**src/rtl/reg_select_pkg.sv**
```systemverilog
// Shared definitions for the register-select decoder: mode encodings,
// controller states and a one-hot helper.
package reg_select_pkg;

    // Decode mode encodings as presented on the mode input.
    typedef enum logic [1:0] {
        MODE_LEVEL = 2'b00,
        MODE_PULSE = 2'b01,
        MODE_SWEEP = 2'b10,
        MODE_RSVD  = 2'b11
    } mode_e;

    // Controller states.
    typedef enum logic {
        ST_IDLE  = 1'b0,
        ST_SWEEP = 1'b1
    } state_e;

    // One-hot vector with bit 'index' set; all-zero when index is outside
    // the vector width (or beyond the 64-bit return width).
    function automatic logic [63:0] onehot(input int unsigned index,
                                           input int unsigned width);
        logic [63:0] v;
        v = '0;
        if (index < width && index < 64)
            v = 64'(1) << index;
        return v;
    endfunction

endpackage

```
**src/rtl/reg_select_decoder.sv**
```systemverilog
// Registered one-hot register-enable decoder with level, pulse and sweep
// modes. Outputs are fully registered; the sweep is a two-state controller.
module reg_select_decoder
    import reg_select_pkg::*;
#(
    parameter int unsigned N_OUT = 16,
    parameter int unsigned SEL_W = $clog2(N_OUT)
) (
    input  logic             clock,
    input  logic             clear,
    input  logic             enable,
    input  logic [SEL_W-1:0] sel,
    input  logic [1:0]       mode,
    input  logic             start,
    output logic [N_OUT-1:0] dec_out,
    output logic             busy,
    output logic             sweep_done,
    output logic             sel_err
);

    state_e           state_q, state_d;
    logic [SEL_W-1:0] cnt_q, cnt_d;
    logic             en_q;
    logic [N_OUT-1:0] dec_d;
    logic             busy_d, done_d, err_d;
    logic             sel_ok;

    assign sel_ok = (32'(sel) < N_OUT);

    // Next-state and next-output decode; every output defaults to idle/zero.
    always_comb begin
        state_d = state_q;
        cnt_d   = cnt_q;
        dec_d   = '0;
        busy_d  = 1'b0;
        done_d  = 1'b0;
        err_d   = 1'b0;
        unique case (state_q)
            ST_IDLE: begin
                unique case (mode_e'(mode))
                    MODE_LEVEL: begin
                        if (enable) begin
                            if (sel_ok) dec_d = N_OUT'(onehot(32'(sel), N_OUT));
                            else        err_d = 1'b1;
                        end
                    end
                    MODE_PULSE: begin
                        if (enable && !en_q) begin
                            if (sel_ok) dec_d = N_OUT'(onehot(32'(sel), N_OUT));
                            else        err_d = 1'b1;
                        end
                    end
                    MODE_SWEEP: begin
                        if (start) begin
                            state_d = ST_SWEEP;
                            cnt_d   = '0;
                            dec_d   = N_OUT'(onehot(0, N_OUT));
                            busy_d  = 1'b1;
                        end
                    end
                    MODE_RSVD: begin
                    end
                    default: begin
                    end
                endcase
            end
            ST_SWEEP: begin
                // Terminate on the last valid index rather than counter wrap so
                // non-power-of-two widths end correctly.
                if (cnt_q == SEL_W'(N_OUT - 1)) begin
                    state_d = ST_IDLE;
                    cnt_d   = '0;
                    done_d  = 1'b1;
                end else begin
                    cnt_d  = cnt_q + SEL_W'(1);
                    dec_d  = N_OUT'(onehot(32'(cnt_d), N_OUT));
                    busy_d = 1'b1;
                end
            end
            default: begin
                state_d = ST_IDLE;
                cnt_d   = '0;
            end
        endcase
    end

    // State, counter, previous-enable and registered outputs; clear wins.
    always_ff @(posedge clock) begin
        if (clear) begin
            state_q    <= ST_IDLE;
            cnt_q      <= '0;
            en_q       <= 1'b0;
            dec_out    <= '0;
            busy       <= 1'b0;
            sweep_done <= 1'b0;
            sel_err    <= 1'b0;
        end else begin
            state_q    <= state_d;
            cnt_q      <= cnt_d;
            en_q       <= enable;
            dec_out    <= dec_d;
            busy       <= busy_d;
            sweep_done <= done_d;
            sel_err    <= err_d;
        end
    end

endmodule

```
**config.mk**
```make
export PLATFORM = sky130hd
export DESIGN_NAME = reg_select_decoder
export DESIGN_NICKNAME = d
export VERILOG_FILES = /design/src/rtl/reg_select_pkg.sv /design/src/rtl/reg_select_decoder.sv
export SDC_FILE = /design/constraint.sdc
export NUM_CORES = 1
export LEC_CHECK = 0
export CAP_MARGIN = 20
export CORE_MARGIN = 2
export CORE_UTILIZATION = 49
export CTS_BUF_LIST = sky130_fd_sc_hd__clkbuf_2
export CTS_CLUSTER_SIZE = 16
export DETAILED_ROUTE_END_ITERATION = 6
export GPL_TIMING_DRIVEN = 0
export HOLD_SLACK_MARGIN = 0.15
export PLACE_DENSITY = 0.81
export SETUP_SLACK_MARGIN = 0.5
export SYNTH_ARGS = -nofsm -noshare
export SYNTH_HDL_FRONTEND = slang
export SYNTH_SLANG_ARGS = --single-unit
export TNS_END_PERCENT = 5
```
**constraint.sdc**
```tcl
create_clock -name clock -period 2.2 [get_ports clock]
set_clock_uncertainty 0.15 [all_clocks]
set_input_delay 0.22 -clock clock [delete_from_list [all_inputs] [get_ports clock]]
set_output_delay 0.22 -clock clock [all_outputs]
set_load 0.03 [all_outputs]
```
==> run metrics <==
min-delay src=enable; Internal=502 uW; r2r setup slk=0.43 ns; WP buf/inv=1; Final min period=1.77 ns; Die Y=50.5 um; via count=998; status=complete, no violations; leakage=0.499 nW; CP Launch Type=flop; Critical Path RT=1.83 ns; Combinational Power Share=12.3%; Setup crit end kind=output port; Final TNS setup=0 ns; mux cell area share after synthesis=1.06%; Post-Synthesis Cells=121; XOR/XNOR Fraction of Synth Area=1.65%; gr usage total=20.7%; routability cong.=0.864; clock power share=24.1%; I/O pin count=29; HPWL after detailed placement=1870 um; Num CTS Buffers=3; initial antenna violation count=0; hold endpoint=en_q$_SDFF_PP0_; Nets=168; Yosys Warn Count=0; max-cap viol count=0; post-synth cell types=31; CTS max path bufs=2; Die X=50.5 um; dpl cells=175; post-DR vias/cell=5.58; reg2reg path depth=5; router iterations before antenna repair=4; Setup CP Type=reg2out; first-pass GRT wire length=4050 um; Final Hold Fails=0; worst hold margin=0.356 ns; vias in the first global route=922; Max Transition Viols Final=0; switching part of the total=25.6%; sequential share of power=63.5%; Wirelength per Cell=13.6 um; Sw Pwr=173 uW; sequential fraction of the synthesis area=43.4%; CP max FO=3; Post-Syn Area per Cell=8.77 um^2; Post-CTS Setup Repair Bufs=0; Site Rows=16; Root Buffer=clkbuf_2; Final Util=69.6%; initial core utilization=53.0%; share of cells above drive strength 1=10.5%; clock latency at the later pin of the worst-skew pair=0.33 ns; PD cells=484 nW/um^2; Clock Pin Slew Worst Setup and Hold Paths=0.20 ns; CTS tree=built; full die area=2550 um^2; Max IR drop VDD=0.349 mV; Hold Crit Class=in2reg; post-route design area=1390 um^2; Core Region=2000 um^2; Post-Synth Adder-Cell Area=5.90%; Routed WL=2440 um; number of diodes=0; final period utilization=80.4%; CP arrival=1.40 ns; clk sinks=23; commonest non-fill, non-tap cell in the layout=clkdlybuf4s50_1; RR Endpoint=dec_out[13]$_SDFF_PP0_; Hold Path Depth=3; synthesized net count=136; slowest stage delay, CP=0.68 ns; DRC errors left=0; Final ANT Viol Nets=0; Post-Synthesis Cell Area=1060 um^2; Placed Area=1370 um^2; Reg-to-Reg Start=cnt_q[0]$_SDFFE_PP0P_; CP max stage cell=clkdlybuf4s50_1; CP Cell Sequence=clkdlybuf4s50_1; Compound-Gate Fraction of Synth Area=19.7%; family with the most delay on the worst path=buffers and inverters; Synth Area in Simple Gates=23.7%; gr ovfl total=0; Port-buffer cells=27; number of synthesized register bits=23; initial DRC count=41; area grow syn2layout=31.3%; H-tree lvl count=1; RSZ-0062 raised after global routing=yes; pin count of the biggest net entering global routing=14; final setup violation count=0; largest family of logic cells by synthesized area=simple AND/OR/NAND/NOR gates; Fmax=0.565 GHz; Layout Cells excl Fill=179; most frequent cells in the layout=clkdlybuf4s50_1, dfxtp_1, nor2_1
-- how the worst max path moves through the flow --
stage	slack, ns	from	cells after the start	to
after floorplan	0.58	cnt_q[0]$_SDFFE_PP0P_	5	dec_out[4]$_SDFF_PP0_
after global placement	0.34	mode[0]	5	dec_out[3]$_SDFF_PP0_
after detailed placement	0.32	mode[0]	5	dec_out[3]$_SDFF_PP0_
after CTS	0.42	state_q$_SDFF_PP0_	1	busy
after global routing	0.38	state_q$_SDFF_PP0_	1	busy
final	0.43	state_q$_SDFF_PP0_	1	busy
-- Yosys cell counts --
cell type / count / area [um^2]
a2111oi_2: 1 / 15.0
a21o_1: 1 / 7.51
a21oi_1: 8 / 40.0
a21oi_2: 1 / 8.76
a22oi_1: 2 / 15.0
a31oi_1: 1 / 6.26
a41o_1: 2 / 20.0
and2_1: 2 / 12.5
buf_2: 3 / 15.0
buf_4: 1 / 7.51
clkbuf_1: 2 / 7.51
conb_1: 1 / 3.75
dfxtp_1: 23 / 460
ha_1: 5 / 62.6
inv_1: 4 / 15.0
mux2_2: 1 / 11.3
nand2_1: 8 / 30.0
nand3_1: 9 / 45.0
nand3b_1: 4 / 30.0
nand4_1: 1 / 6.26
nand4b_1: 2 / 17.5
nor2_1: 12 / 45.0
nor3_1: 2 / 10.0
nor3b_1: 1 / 7.51
o21ai_0: 4 / 20.0
o21bai_1: 1 / 7.51
o22ai_1: 11 / 68.8
or3_1: 2 / 12.5
or3b_1: 2 / 17.5
or3b_2: 2 / 17.5
xor2_1: 2 / 17.5
-- through the flow --
step | worst slack, ns | total power, mW
3_3_place_gp | 0.337 | 0.517
3_5_place_dp | 0.317 | 0.518
6_report | 0.431 | 0.675
5_1_grt | 0.377 | 0.710
2_1_floorplan | 0.579 | 0.479
4_1_cts | 0.422 | 0.677
-- power groups by stage --
stage	combinational, mW	sequential (mW)	clock [mW]
CTS	0.0824	0.429	0.166
floorplan	0.0362	0.443	0
detailed placement	0.0819	0.437	0
global placement	0.0807	0.436	0
global route	0.0893	0.430	0.190
finish	0.0832	0.429	0.163
-- layer usage --
metal | vias up | wire (um) | GRT usage [%]
met5 | - | 0 | 0
met4 | 0 | 67 | 9.01
met3 | 9 | 127 | 2.68
met2 | 42 | 1180 | 34.9
met1 | 449 | 1070 | 26.3
li1 | 498 | - | -
-- layout make-up --
type                            instances  area (um^2)
Buffer                                  6         30.0
Clock buffer                            3         15.0
Clock inverter                          1         5.00
Fill cell                             167          609
Inverter                                4         15.0
Multi-Input combinational cell         88          561
Sequential cell                        23          463
Tap cell                               27         33.8
Timing Repair Buffer                   27          270
-- sequential cells by signal, summed over array words and instances (netlist names) --
name        count
en_q            1
sweep_done      1
state_q         1
dec_out        16
cnt_q           4
-- repair_timing --
action,in CTS,in global routing
resized for setup,3,1
setup endpoints to repair,32,32
hold buffers,0,0
-- cell families after synthesis --
kind of cell / count (synthesis)
muxes: 1
AOI/OAI and AO/OA: 32
buffers and inverters: 10
and+or+nand+nor: 47
other: 1
DFF: 23
xor gates and xnor gates: 2
adders and majority gates: 5
Power figures use the tool's default switching activity.
